## config.mk

```make
export PLATFORM = sky130hd
export DESIGN_NAME = keyboard_tracker
export DESIGN_NICKNAME = d
export VERILOG_FILES = /design/src/rtl/keyboard_tracker.sv
export SDC_FILE = /design/constraint.sdc
export NUM_CORES = 1
export LEC_CHECK = 0
export ABC_AREA = 1
export BUFFER_PORTS_ARGS = -buffer_cell sky130_fd_sc_hd__clkbuf_2
export CAP_MARGIN = 5
export CORE_MARGIN = 3
export CORE_UTILIZATION = 53
export CTS_CLUSTER_DIAMETER = 80
export DETAILED_ROUTE_END_ITERATION = 16
export GPL_ROUTABILITY_DRIVEN = 0
export GPL_TIMING_DRIVEN = 0
export HOLD_SLACK_MARGIN = 0.03
export PLACE_DENSITY = 0.76
export SYNTH_ARGS = -nofsm -noshare
export SYNTH_HDL_FRONTEND = slang
export SYNTH_SLANG_ARGS = --single-unit
```

## constraint.sdc

```tcl
create_clock -name clk -period 2.32 [get_ports clk]
set_input_delay 0.116 -clock clk [delete_from_list [all_inputs] [get_ports clk]]
set_output_delay 0.116 -clock clk [all_outputs]
set_load 0.02 [all_outputs]
```

## src/rtl/keyboard_tracker.sv

```systemverilog
// keyboard_tracker: press-ordered table of held PS/2 keys mapped onto a 16-bit action bus
// with press/release/repeat pulses, held count and overflow.
module keyboard_tracker #(
    parameter int MAX_HELD     = 4,
    parameter int MODE         = 0,
    parameter int REPEAT_DELAY = 50_000_000,
    parameter int REPEAT_RATE  = 5_000_000
) (
    input  logic        clk,
    input  logic        rst_n,
    input  logic [15:0] i_keycode,
    input  logic        i_key_valid,
    input  logic        i_clear,
    output logic [15:0] o_keyboard_data,
    output logic [15:0] o_press_pulse,
    output logic [15:0] o_release_pulse,
    output logic [15:0] o_repeat_pulse,
    output logic [3:0]  o_held_count,
    output logic        o_overflow
);
    localparam int CW = $clog2((REPEAT_DELAY > REPEAT_RATE ? REPEAT_DELAY : REPEAT_RATE) + 1);

    function automatic logic [15:0] f_map(input logic [7:0] code);
        case (code)
            8'h1D:   f_map = 16'h0001;
            8'h1C:   f_map = 16'h0002;
            8'h1B:   f_map = 16'h0004;
            8'h23:   f_map = 16'h0008;
            8'h24:   f_map = 16'h0010;
            8'h5A:   f_map = 16'h0020;
            8'h29:   f_map = 16'h0040;
            8'h6B:   f_map = 16'h0080;
            8'h73:   f_map = 16'h0100;
            8'h74:   f_map = 16'h0200;
            8'h75:   f_map = 16'h0400;
            8'h5B:   f_map = 16'h0800;
            8'h5D:   f_map = 16'h1000;
            8'h15:   f_map = 16'h2000;
            8'h2D:   f_map = 16'h4000;
            8'h76:   f_map = 16'h8000;
            default: f_map = 16'h0000;
        endcase
    endfunction

    logic [7:0]          r_code [MAX_HELD];
    logic [MAX_HELD-1:0] r_valid;
    logic [15:0]         r_press_ev;
    logic [15:0]         r_rel_ev;
    logic                r_ovf_ev;
    logic [CW-1:0]       r_cnt;
    logic                r_rep_phase;

    logic [7:0]          w_code_nxt [MAX_HELD];
    logic [MAX_HELD-1:0] w_valid_nxt;
    logic [MAX_HELD-1:0] w_after;
    logic                w_any_hit;
    logic                w_is_rel;
    logic                w_act;
    logic                w_full;
    logic                w_do_press;
    logic                w_do_rel;
    logic [15:0]         w_press_ev;
    logic [15:0]         w_rel_ev;
    logic [15:0]         w_data;
    logic [3:0]          w_count;
    logic                w_reload;
    logic                w_fire;
    logic [CW-1:0]       w_cnt_inc;
    logic [15:0]         w_rep;

    // w_after marks the matching slot and every older slot, i.e. the entries that move up on release
    always_comb begin
        logic acc;
        acc = 1'b0;
        w_after = '0;
        for (int k = 0; k < MAX_HELD; k++) begin
            acc = acc | (r_valid[k] && r_code[k] == i_keycode[7:0]);
            w_after[k] = acc;
        end
        w_any_hit = acc;
    end

    always_comb begin
        w_is_rel   = i_keycode[15:8] == 8'hF0;
        w_act      = i_key_valid && !i_clear && i_keycode[7:0] != 8'h00;
        w_full     = r_valid[MAX_HELD-1];
        w_do_press = w_act && !w_is_rel && !w_any_hit;
        w_do_rel   = w_act && w_is_rel && w_any_hit;
        w_code_nxt  = r_code;
        w_valid_nxt = r_valid;
        if (i_clear) begin
            w_valid_nxt = '0;
        end else if (w_do_press) begin
            w_code_nxt[0]  = i_keycode[7:0];
            w_valid_nxt[0] = 1'b1;
            for (int k = 1; k < MAX_HELD; k++) begin
                w_code_nxt[k]  = r_code[k-1];
                w_valid_nxt[k] = r_valid[k-1];
            end
        end else if (w_do_rel) begin
            for (int k = 0; k < MAX_HELD - 1; k++) begin
                if (w_after[k]) begin
                    w_code_nxt[k]  = r_code[k+1];
                    w_valid_nxt[k] = r_valid[k+1];
                end
            end
            if (w_after[MAX_HELD-1])
                w_valid_nxt[MAX_HELD-1] = 1'b0;
        end
        w_press_ev = w_do_press ? f_map(i_keycode[7:0]) : 16'h0000;
        w_rel_ev   = w_do_rel ? f_map(i_keycode[7:0]) :
                     (w_do_press && w_full) ? f_map(r_code[MAX_HELD-1]) : 16'h0000;
    end

    always_comb begin
        w_data  = '0;
        w_count = '0;
        for (int k = 0; k < MAX_HELD; k++) begin
            if (r_valid[k] && (MODE != 0 || k == 0))
                w_data = w_data | f_map(r_code[k]);
            if (r_valid[k])
                w_count = w_count + 4'd1;
        end
    end

    // the repeat timer restarts whenever the newest key changes identity or the table empties
    always_comb begin
        w_reload  = !w_valid_nxt[0] || !r_valid[0] || w_code_nxt[0] != r_code[0];
        w_cnt_inc = r_cnt + 1'b1;
        w_fire    = !w_reload && w_cnt_inc == (r_rep_phase ? CW'(REPEAT_RATE) : CW'(REPEAT_DELAY));
        w_rep     = w_fire ? f_map(r_code[0]) : 16'h0000;
    end

    always_ff @(posedge clk) begin
        if (!rst_n) begin
            r_code          <= '{default: '0};
            r_valid         <= '0;
            r_press_ev      <= '0;
            r_rel_ev        <= '0;
            r_ovf_ev        <= 1'b0;
            r_cnt           <= '0;
            r_rep_phase     <= 1'b0;
            o_keyboard_data <= '0;
            o_press_pulse   <= '0;
            o_release_pulse <= '0;
            o_repeat_pulse  <= '0;
            o_held_count    <= '0;
            o_overflow      <= 1'b0;
        end else begin
            r_code          <= w_code_nxt;
            r_valid         <= w_valid_nxt;
            r_press_ev      <= w_press_ev;
            r_rel_ev        <= w_rel_ev;
            r_ovf_ev        <= w_do_press && w_full;
            r_cnt           <= (w_reload || w_fire) ? '0 : w_cnt_inc;
            r_rep_phase     <= !w_reload && (r_rep_phase || w_fire);
            o_keyboard_data <= w_data;
            o_press_pulse   <= r_press_ev;
            o_release_pulse <= r_rel_ev;
            o_repeat_pulse  <= w_rep;
            o_held_count    <= w_count;
            o_overflow      <= r_ovf_ev;
        end
    end
endmodule

```

# == After elaboration in Yosys (flattened, before gate mapping) ==
# Index checks and enable logic that the tools add are counted.
# totals
mem_bits_ro,0
mem_bits_rw,0
output_inout_bits,69
latchBits,0
in_bits,20
regBits,165
word_cells,146
memories,0
# classes
n_eq_ne,55
n_addsub,4
shift,0
magnitude_cmp,0
n_div,0
n_reduce_logical,39
bitwise,5
multipliers,0
n_mux,24
# ops
op,n
$pmux W16 S16,3
$eq A8 B7 Y1 const B,24
$eq A8 B5 Y1 const B,12
$eq A8 B6 Y1 const B,12
$mux W24,2
$eq A8 B8 Y1,4
$mux W16,2
$mux W32,1
$mux W8,4
$add A26 B1 Y26 const B,1
$eq A26 B26 Y1,1
$mux W26,1
$mux W4,5
$reduce_and A2 Y1,7
$logic_and A1 B1 Y1,13
$add A4 B1 Y4 const B,3
$eq A8 B8 Y1 const B,1
$ne A8 B8 Y1,1
$reduce_bool A2 Y1,4
$reduce_bool A8 Y1,1
$logic_not A1 Y1,6
$mux W1,6
$reduce_and A3 Y1,2
$logic_or A1 B1 Y1,4
other kinds (3),7

# == Depth between registers and ports, before layout ==
# Gate-level depths: netlist of run 1.
# depth
depth_word,16
depth_mapped,22

# == Worst setup path after synthesis of run 1 ==
# OpenSTA, ideal clock, no wires.
# synth_timing
path_kind,register to register
from,reg r_cnt[0]
to,reg o_repeat_pulse[14]
path_stages_with_launch,19
slack_ns,-0.213
synth_period_minus_slack_ns,2.533
path_buffers,1
arrival_time_ns,2.468
path_cell_list,dfxtp_1 ha_1 nand3_1 nor2_2 nand2_1 nor2_2 nand2_1 nor2_1 nand2_1 nor2_1 nand3_1 xor2_1 nand2_1 nor2_1 nand3_2 inv_1 nand3_4 buf_6 nor2_1
# synth_between
elab_chain_cells,4
# synth_lines
item,line,rtl
start: declaration,50,logic [CW-1:0] r_cnt;
start signal: assignment,155,r_cnt <= (w_reload || w_fire) ? '0 : w_cnt_inc;
$add A26 B1 Y26,129,w_cnt_inc = r_cnt + 1'b1;
$eq A26 B26 Y1,130,w_fire = !w_reload && w_cnt_inc == (r_rep_phase ? CW'(REPEAT_RATE) : CW'(REPEAT_DELAY));
$logic_and A1 B1 Y1,130,
$reduce_and A2 Y1 (no source line),--,
end signal: assignment,160,o_repeat_pulse <= w_rep;
end: declaration,17,"output logic [15:0] o_repeat_pulse,"
# Every way passes these cells.
# A chain may end at the register's enable or synchronous reset.

# == Worst setup path in the final report of run 1 ==
# layout_timing
from,reg r_valid[3]
to,reg r_cnt[7]
# layout_between
elab_chain_cells,13
word_cells_on_any_way,19
cone_classes,eq/ne: 1; mux: 6; bitwise: 1; reduce/logical: 11
# layout_lines
item,line,rtl
start: declaration,46,logic [MAX_HELD-1:0] r_valid;
start signal: assignment,151,r_valid <= w_valid_nxt;
$logic_and A1 B1 Y1 *,77,acc = acc | (r_valid[k] && r_code[k] == i_keycode[7:0]);
$or A1 B1 Y1 *,77,
"parallel branches: the longest is 6 deep, another holds $mux W32",--,
$logic_or A1 B1 Y1 *,128,w_reload = !w_valid_nxt[0] || !r_valid[0] || w_code_nxt[0] != r_code[0];
$logic_not A1 Y1,130,
$logic_and A1 B1 Y1,130,
$logic_or A1 B1 Y1 *,155,
$reduce_or A2 Y1 (no source line) *,--,
# Mark *: on every way between the ends. The select of a mux whose other input is x is not followed.

==> results of run 1 <==
-- placed cells by master, fill, tap and decap left out, types with 6 or more instances in the layout --
cell	netlist	layout
nand2_1	270	234
dfxtp_1	165	137
inv_1	120	110
nor2_1	129	103
clkbuf_2	0	87
nor2_4	21	48
buf_4	2	44
nand3_1	53	42
nand2_2	6	36
nor3_1	27	27
nand4_1	26	26
buf_6	4	18
clkbuf_16	0	18
o21ai_0	20	17
a21oi_1	28	17
dfxtp_2	0	17
inv_2	14	16
nor2_2	16	16
a221oi_2	0	15
nor4_1	15	14
a211oi_1	15	14
xor2_1	16	12
clkbuf_1	14	12
nand3_2	4	12
a21oi_2	0	11
dfxtp_4	0	11
nand2_4	1	8
o21ai_1	4	7
buf_8	0	7
inv_4	1	6
inv_6	1	6
nand3_4	3	6
or2_2	6	6
buf_12	2	6
-- what timing repair did --
item / 4_1_cts / 5_1_grt
hold endpoints to repair: 3 / 0
hold buffers: 1 / 0
pin swaps: 28 / 46
setup buffers: 38 / 18
gates resized for setup: 100 / 162
gates cloned: 4 / 2
endpoints found under the setup margin: 96 / 98
-- worst paths after layout --
kind                       start                end  slack, ps
setup / recovery      r_valid[3]           r_cnt[7]       -430
hold / removal           i_clear         r_valid[0]        100
setup reg to reg      r_valid[3]           r_cnt[7]       -430
hold reg to reg   r_press_ev[14]  o_press_pulse[14]        410
-- logic make-up (layout without fill, tap and decap cells) --
family          count (synthesis)  count (layout)  synth area share (%)
simple gates                  587             589                 36.23
buf+inv                       176             350                 9.833
flops                         165             165                 42.91
compound gates                 94              94                 7.899
xor+xnor                       20              20                 2.275
fa+ha+maj                       5               5                0.8126
other cells                     1               1               0.04871
-- routing by layer --
layer / GRT usage (%) / vias to the layer above
met5: 0 / -
met4: 12.62 / 0
met3: 5.516 / 137
met2: 43.93 / 532
met1: 34.47 / 3596
li1: - / 3688
-- flip-flops by register name, summed over array words and instances (netlist names), 4 cells and up --
| signal | flops |
|---|---|
| o_held_count | 4 |
| o_repeat_pulse | 16 |
| o_press_pulse | 16 |
| o_release_pulse | 16 |
| r_code | 32 |
| r_cnt | 26 |
| o_keyboard_data | 16 |
| r_rel_ev | 16 |
| r_press_ev | 16 |
| r_valid | 4 |
-- power breakdown --
group	switching, mW	internal (mW)
Clock	1.17	1.64
Sequential	0.0563	2.87
Combinational	0.410	0.208
-- cell type report --
| type | instances | area share [%] |
|---|---|---|
| well taps | 180 | 2.169 |
| multi-input cells | 709 | 41.38 |
| clock buffers | 23 | 4.808 |
| repair buffers | 144 | 9.640 |
| flip-flops and latches | 165 | 32.41 |
| clock inverters | 8 | 0.8314 |
| repair inverters | 1 | 0.07230 |
| plain buffers | 36 | 3.302 |
| inverters | 138 | 5.386 |
-- worst min-delay path, cell delays in order --
cell      delay [ps]
clkbuf_2         100
nor2_1            40
nand2_1           60
nand2_1           40
inv_1             80
nor2_1            40
-- metrics by stage --
step | std cells | utilization, % | worst slack (ps)
after floorplan | 1048 | - | -64.80
after global placement | 1313 | 59.80 | -422.6
after detailed placement | 1313 | 59.80 | -471.2
after CTS | 1386 | 69.10 | -240.8
after global routing | 1404 | 73.95 | -523.0
final | 1404 | 73.95 | -430.7
==> run_results.csv, run 1 <==
group,metric,value,unit
global_routing,antenna_found_initial,0,
synth,syn_area,7699,um^2
routing,num_vias,7953,
floorplanning,placementRows,43,
setup_path,crit_fanout,8,
synth,yosys-top-cells-count,"nand2_1, dfxtp_1, nor2_1",
floorplanning,pin_count,89,
clock_tree,cts_buffers,17,
routing,viasPerCell,5.665,
synth,synth_edf_count,0,
power,total_power,6.351,mW
cells_and_area,finalInstanceArea,10380,um^2
routing,drt-total-wl,23480,um
synth,synthDominantCellAreaShare,42.91,%
floorplanning,die_x,126.5,um
synth,async_reset_ff_share,0,%
worst_hold_path,hp-class,"input port to register",
place,portBuffers,85,
setup_path,crit_top_cell,"nand2_1",
cells_and_area,area.sequential,3366,um^2
routing,drc_errors,0,
setup_path,worstSetupPathType,"register to register",
power,p_leak,4.550,nW
synth,seq_area_frac_synth,42.91,%
setup_path,required,2690,ps
clock_tree,cts_buffer_depth,2,
clock_tree,tritoncts,"done",
synth,yosysWarnings,0,
synth,yosys-top-cells-area,"dfxtp_1, nand2_1, nor2_1",
floorplanning,die_h,126.5,um
synth,yosys.area.top_type,"dfxtp_1",
cells_and_area,drive_gt1_share,35.21,%
timing,hold_slack,100.2,ps
routing,firstDrtPassIters,7,
cells_and_area,area_growth,34.88,%
setup_path,worst-path-buf-inv,3,
timing,worst_slack,-430.7,ps
synth,synth.distinct_cells,49,
routing,drt_first_iter_violations,998,
global_routing,grt_max_degree,17,
setup_path,critical_path_cell_count,20,
floorplanning,die_area,16010,um^2
place,post_dp_cell_area,8397,um^2
cells_and_area,fillCellCount,977,
setup_path,crit_path_cell_trace,"clkinv_4 -> a21oi_1 -> nand2_1 -> nor2_2 -> nand3_2 -> nand4_4 -> nand2_4 -> nand2_1 -> nand2_1 -> nand2_2 -> nand2_1 -> nand2_1 -> nand2_1 -> nor2_2 -> nand2_4 -> nor2_8 -> nand3_4 -> buf_12 -> buf_12 -> nor2_4",
global_routing,grt_overflow,0,
run_status,failed_checks,"negative setup slack",
routing,dr_wl_met3,2130,um
timing,rsz0062_at_grt,"yes",
clock_tree,cts_root_buf,"clkbuf_16",
synth,yosys_register_bits,165,
floorplanning,core_area,14040,um^2
power,vdd_drop_max,506.5,uV
setup_path,startpoint_type,"register",
clock_tree,clock_latency,430,ps
clock_tree,clk_pin_slew_worst_paths,70,ps
setup_path,slowest_delay,370,ps
cells_and_area,finalNetCount,1237,
timing,maxSlewHeadroom,42.96,%
synth,syn_area_per_cell,7.346,um^2
cells_and_area,multi_input_area,4297,um^2
floorplanning,floorplan.initialDensity,54.82,%
synth,synth_top_flop_cell,"dfxtp_1",
global_routing,grt_pass1_wl,35170,um
timing,finalHoldViolCount,0,
timing,max_freq,0.3635,GHz
setup_path,cp-end-kind,"register",
setup_path,r2r_cells,20,
cells_and_area,antenna_cells,0,
place,hpwl,14410,um
setup_path,crit_arrival,3120,ps
timing,finClkSkew,9.057,ps
power,power.density,611.7,nW/um^2
synth,syn_inst,1048,
synth,syn-num-nets,1073,
timing,final.period_utilization,118.6,%
routing,met2_wirelength,11100,um
global_routing,grt_usage,26.99,%
timing,layout_min_cycle_time,2751,ps
timing,drv_slew,0,
clock_tree,clock-sinks,165,
setup_path,slowest_stage,"dfxtp_2",
job,drv_cap,0,
worst_hold_path,holdPathStages,6,
run_status,status,"finished with violations",
routing,ant_nets,0,
global_routing,grt_pass1_vias,7368,
clock_tree,cts-htree-levels,4,
synth,yosysMostFrequentCell,"nand2_1",
routing,topRoutingLayerUsed,"met4",
routing,post_drt_wl_per_cell,16.73,um
routing,wl_met1,9042,um
timing,finalSetupTns,-16270,ps
setup_path,crit_family,"simple AND/OR/NAND/NOR gates",
timing,worst_pin_slew,849.1,ps
timing,setup_viol,43,
No activity file was read; power rests on OpenSTA's default activity.
==> inputs of run 2 (changes only) <==
TNS_END_PERCENT = 10   (was default)
==> run 2 against run 1 <==
  * Sequential power hardly changed
  * Clock-buffer cell count is 1 lower
  * Core utilization is 1.2 points lower
  * Clock power is 7.1% higher
  * Critical endpoint is now r_cnt[23]
  * Final area is 1.6% lower
  * Power is 3.1% higher
  * Critical path depth is 1 lower
  * Final cell count is 0.93% higher
  * Worst setup slack worse by 91 ps
  * The flow still finishes with violations (negative setup slack)
  * Hold slack better by 5.9 ps
==> run_results.csv, run 2 (synthesis results as in run 1) <==
group,metric,value,unit
run_status,status,"finished with violations",
run_status,failed_checks,"negative setup slack",
cells_and_area,multi_input_area,4074,um^2
cells_and_area,layout_common_cells,"nand2_1, dfxtp_1, nor2_1",
cells_and_area,finalInstanceArea,10210,um^2
cells_and_area,antenna_cells,0,
timing,layout_min_cycle_time,2841,ps
clock_tree,clock_latency,430,ps
place,portBuffers,85,
floorplanning,pin_count,89,
routing,drc_errors,0,
clock_tree,clk_pin_slew_worst_paths,70,ps
setup_path,cp-end-kind,"register",
clock_tree,cts_buffers,17,
routing,post_drt_wl_per_cell,16.53,um
cells_and_area,top_register,"r_code",
clock_tree,clock-sinks,165,
cells_and_area,final_common_cell,"nand2_1",
setup_path,worstSetupPathType,"register to register",
routing,dr_wl_met3,2162,um
timing,max_freq,0.3519,GHz
timing,drv_slew,0,
setup_path,crit_fanout,6,
timing,worst_pin_slew,837.7,ps
timing,setup_viol,84,
cells_and_area,area.sequential,3358,um^2
global_routing,grt_pass1_vias,7199,
timing,maxSlewHeadroom,43.64,%
global_routing,grt_usage,26.91,%
power,p_leak,4.550,nW
power,total_power,6.547,mW
clock_tree,cts_buffer_depth,2,
global_routing,grt_pass1_wl,34670,um
floorplanning,die_h,126.5,um
routing,drt_first_iter_violations,929,
routing,ant_nets,0,
routing,wl_met1,9064,um
global_routing,grt_max_degree,17,
cells_and_area,biggestRegsByFlops,"r_code: 32 flops, r_cnt: 26 flops",
power,power.density,641.0,nW/um^2
power,vdd_drop_max,558.5,uV
setup_path,slowest_stage,"dfxtp_1",
setup_path,slowest_delay,370,ps
place,post_dp_cell_area,8397,um^2
floorplanning,die_area,16010,um^2
setup_path,crit_top_cell,"nand2_2",
setup_path,startpoint_type,"register",
clock_tree,tritoncts,"done",
floorplanning,core_area,14040,um^2
cells_and_area,largest_reg_flops,32,
clock_tree,cts_root_buf,"clkbuf_16",
floorplanning,placementRows,43,
global_routing,grt_overflow,0,
job,drv_cap,0,
cells_and_area,area_growth,32.67,%
global_routing,antenna_found_initial,0,
timing,worst_slack,-521.4,ps
routing,firstDrtPassIters,7,
timing,finalHoldViolCount,0,
cells_and_area,finalNetCount,1249,
routing,met2_wirelength,11060,um
clock_tree,cts-htree-levels,4,
setup_path,crit_arrival,3210,ps
setup_path,required,2690,ps
routing,drt-total-wl,23430,um
routing,num_vias,7991,
timing,hold_slack,106.1,ps
worst_hold_path,hp-class,"input port to register",
routing,viasPerCell,5.639,
timing,finalSetupTns,-25520,ps
routing,topRoutingLayerUsed,"met4",
setup_path,crit_path_cell_trace,"inv_1 -> a21oi_1 -> nand3_1 -> nor2_1 -> nand2_2 -> nand4_4 -> buf_4 -> nand3_1 -> nand2_1 -> nand2_1 -> nand2_2 -> nor2_1 -> nor2_2 -> nand2_2 -> nor2_8 -> nand3_4 -> buf_12 -> buf_16 -> nor2_4",
setup_path,worst-path-buf-inv,4,
timing,final.period_utilization,122.5,%
timing,finClkSkew,9.999,ps
setup_path,crit_family,"simple AND/OR/NAND/NOR gates",
floorplanning,die_x,126.5,um
cells_and_area,drive_gt1_share,32.34,%
timing,rsz0062_at_grt,"yes",
cells_and_area,fillCellCount,1020,
place,hpwl,14580,um
floorplanning,floorplan.initialDensity,54.82,%
==> run 2: cell types whose count changed in the layout (fill, tap and decap cells not counted), moves of 6 or more <==
| cell | delta |
|---|---|
| a21oi_1 | +6 |
| a21oi_2 | -6 |
| a221oi_1 | +8 |
| a221oi_2 | -7 |
| buf_4 | +20 |
| dfxtp_1 | +6 |
| dfxtp_2 | -6 |
| nand2_1 | +14 |
| nand2_2 | -13 |
| nor2_1 | +7 |
| nor2_2 | +9 |
| nor2_4 | -17 |
==> run 2: cell type report <==
type                       instances  area share (%)
multi-input combinational        708           39.89
sequential                       165           32.88
timing repair buffer             157           10.34
inverter                         138           5.464
clock buffer                      22           4.447
buffer                            37           3.112
tap                              180           2.205
clock inverter                    10           1.666
==> run 2: routing by layer <==
metal  vias up  track usage [%]
li1       3700                -
met1      3618            33.43
met2       524            44.80
met3       149            6.611
met4         0            11.10
met5         -                0
==> run 2: report_power, final <==
part	internal, mW	total (mW)	switching, mW
registers	2.87	2.92	0.0537
clock network	1.84	3.01	1.16
logic	0.218	0.619	0.400
total	4.93	6.55	1.62
==> run 2: path summary, 6_finish.rpt <==
check,start,end,slack (ps),depth (start not counted)
setup / recovery,r_valid[1],r_cnt[23],-520,19
hold / removal,i_clear,r_valid[0],110,6
setup reg to reg,r_valid[1],r_cnt[23],-520,19
hold reg to reg,r_press_ev[8],o_press_pulse[8],410,2
==> run 2: metrics by stage <==
| step | worst slack, ps | util [%] | cells |
|---|---|---|---|
| 6_report | -521.4 | 72.73 | 1417 |
| 5_1_grt | -644.2 | 72.73 | 1417 |
| 4_1_cts | -253.2 | 68.83 | 1388 |
| 3_5_place_dp | -533.0 | 59.80 | 1313 |
| 3_3_place_gp | -469.8 | 59.80 | 1313 |
| 2_1_floorplan | -64.80 | - | 1048 |
==> run 2: what timing repair did <==
| item | in CTS | in global routing |
|---|---|---|
| setup endpoints to repair | 96 | 98 |
| gates resized for setup | 82 | 106 |
| hold endpoints to repair | 3 | 0 |
| buffers inserted | 39 | 30 |
| pin swaps | 26 | 41 |
| cloned | 3 | 0 |
| hold buffers | 1 | 0 |
==> run 2: worst reg2reg max path, cell delays in order (launching register included) <==
cell and delay, ps:
dfxtp_1 370, inv_1 100, a21oi_1 170, nand3_1 140, nor2_1 220, nand2_2 130, nand4_4 190, buf_4 150
nand3_1 90, nand2_1 90, nand2_1 80, nand2_2 110, nor2_1 80, nor2_2 120, nand2_2 100, nor2_8 110
nand3_4 140, buf_12 170, buf_16 140, nor2_4 70
==> inputs of run 3 (changes only) <==
MAX_ROUTING_LAYER = met4   (was default)
==> run 3 against run 2 <==
  * The flow still finishes with violations (negative setup slack)
  * Combinational power about the same
  * Critical endpoint is now r_cnt[19]
  * Register-to-register slack improved by 110 ps
  * Sequential power about the same
  * Sequential share of layout area increased by 0.068 points
  * Global-route usage increased by 0.78 points
  * Non-clock buffer count decreased by 1
  * Critical path type unchanged
==> run_results.csv, run 3 (synthesis results as in run 1) <==
group,metric,value,unit
setup_path,worstSetupPathType,"register to register",
clock_tree,cts-htree-levels,4,
cells_and_area,finalNetCount,1248,
power,combPwrFrac,9.5,%
clock_tree,tritoncts,"done",
routing,drc_errors,0,
power,power.internal,4.930,mW
global_routing,antenna_found_initial,0,
power,power.density,642.3,nW/um^2
floorplanning,die_h,126.5,um
timing,hold_slack,99.48,ps
run_status,failed_checks,"negative setup slack",
timing,finalHoldViolCount,0,
routing,drt-total-wl,23390,um
cells_and_area,largest_reg_flops,32,
setup_path,crit_fanout,10,
timing,rsz0062_at_grt,"yes",
job,drv_cap,0,
setup_path,crit_arrival,3110,ps
power,seqPwrFrac,44.6,%
floorplanning,pin_count,89,
floorplanning,core_area,14040,um^2
cells_and_area,layout_common_cells,"nand2_1, dfxtp_1, nor2_1",
cells_and_area,biggestRegsByFlops,"r_code: 32 flops, r_cnt: 26 flops",
clock_tree,clk_pin_slew_worst_paths,70,ps
setup_path,startpoint_type,"register",
power,switching_share,24.67,%
routing,viasPerCell,5.667,
routing,ant_nets,0,
power,power_switching,1.614,mW
cells_and_area,drive_gt1_share,32.12,%
cells_and_area,fillCellCount,1023,
timing,finalSetupTns,-17080,ps
setup_path,slowest_delay,370,ps
power,p_leak,4.543,nW
global_routing,grt_pass1_wl,34650,um
timing,setup_viol,74,
setup_path,cp-end-kind,"register",
cells_and_area,top_register,"r_code",
place,dp_cells,1313,
timing,final.period_utilization,117.9,%
timing,worst_slack,-415.4,ps
routing,post_drt_wl_per_cell,16.52,um
setup_path,crit_path_cell_trace,"xnor2_2 -> nand2_1 -> nor2_2 -> nand3_4 -> buf_6 -> o21ai_0 -> nand3_1 -> nand3_4 -> nand2_1 -> nand2_1 -> o21ai_2 -> a21oi_4 -> nand3_4 -> buf_12 -> buf_12 -> nor2_4",
power,vdd_drop_max,563.0,uV
cells_and_area,antenna_cells,0,
clock_tree,clock-sinks,165,
routing,drt_first_iter_violations,1008,
floorplanning,floorplan.initialDensity,54.82,%
global_routing,grt_usage,27.69,%
place,hpwl,14580,um
timing,layout_min_cycle_time,2735,ps
global_routing,grt_overflow,0,
floorplanning,placementRows,43,
clock_tree,cts_buffers,17,
clock_tree,cts_root_buf,"clkbuf_16",
power,pwr-share-clk,45.9,%
cells_and_area,final_cells,1416,
cells_and_area,final_common_cell,"nand2_1",
setup_path,slowest_stage,"dfxtp_2",
global_routing,grt_pass1_vias,7203,
place,portBuffers,85,
setup_path,required,2690,ps
routing,firstDrtPassIters,8,
floorplanning,die_x,126.5,um
timing,finClkSkew,9.217,ps
cells_and_area,area_growth,32.34,%
timing,max_freq,0.3656,GHz
timing,drv_slew,0,
worst_hold_path,hp-class,"input port to register",
timing,worst_pin_slew,834.0,ps
floorplanning,die_area,16010,um^2
clock_tree,clock_latency,430,ps
routing,num_vias,8025,
timing,maxSlewHeadroom,43.98,%
global_routing,grt_max_degree,17,
clock_tree,cts_buffer_depth,2,
run_status,status,"finished with violations",
## run 3: final timing paths
| kind | slack, ps | cells after the start | from | end |
|---|---|---|---|---|
| min reg2reg | 410 | 2 | r_press_ev[8] | o_press_pulse[8] |
| max reg2reg | -420 | 16 | r_code[28] | r_cnt[19] |
| max | -420 | 16 | r_code[28] | r_cnt[19] |
| min | 100 | 6 | i_clear | r_valid[0] |
## run 3: cell type report
cell class	count	area [um^2]	area share, %
sequential	165	3357	32.95
clock buffer	22	454.2	4.458
clock inverter	10	170.2	1.670
inverter	138	560.5	5.502
buffer	37	317.8	3.119
multi-input combinational	708	4055	39.80
timing repair buffer	156	1049	10.29
tap	180	225.2	2.210
## run 3: power by group through the flow
| stage | logic (mW) | clock network (mW) | registers, mW |
|---|---|---|---|
| after detailed placement | 0.446 | 0 | 2.98 |
| final | 0.619 | 3.00 | 2.92 |
| after global placement | 0.440 | 0 | 2.97 |
| after global routing | 0.659 | 3.15 | 2.92 |
| after floorplan | 0.325 | 0 | 2.96 |
| after CTS | 0.511 | 3.02 | 2.91 |
## run 3: worst max-delay path: cells and delay by family (launching register included)
family	cells	cell delay (ps)
AND/OR/NAND/NOR	9	1110
AO/OA/AOI/OAI	3	430
XOR/XNOR	1	260
buffers and inverters	3	500
flip-flops	1	370
## run 3: metrics by stage
step                power [mW]  instance area (um^2)  utilization [%]  setup WS (ps)
finish                   6.544                 10190            72.56         -415.4
global placement         3.415                  8397            59.80         -469.8
detailed placement       3.422                  8397            59.80         -533.0
CTS                      6.449                  9666            68.83         -253.2
global route             6.728                 10190            72.56         -554.0
floorplan                3.289                  7746                -         -64.80
## run 3: routing by layer
layer,part of all wire [%],GRT usage (%)
met4,4.9,11.17
met3,8.9,6.189
met5,0,-
met2,47,44.65
met1,39,33.75
## run 3: timing repair
action / in CTS / in global routing
cloned: 3 / 0
gates resized for setup: 82 / 104
hold endpoints to repair: 3 / 0
hold buffers: 1 / 0
pin swaps: 26 / 38
endpoints found under the setup margin: 96 / 98
buffers inserted: 39 / 29
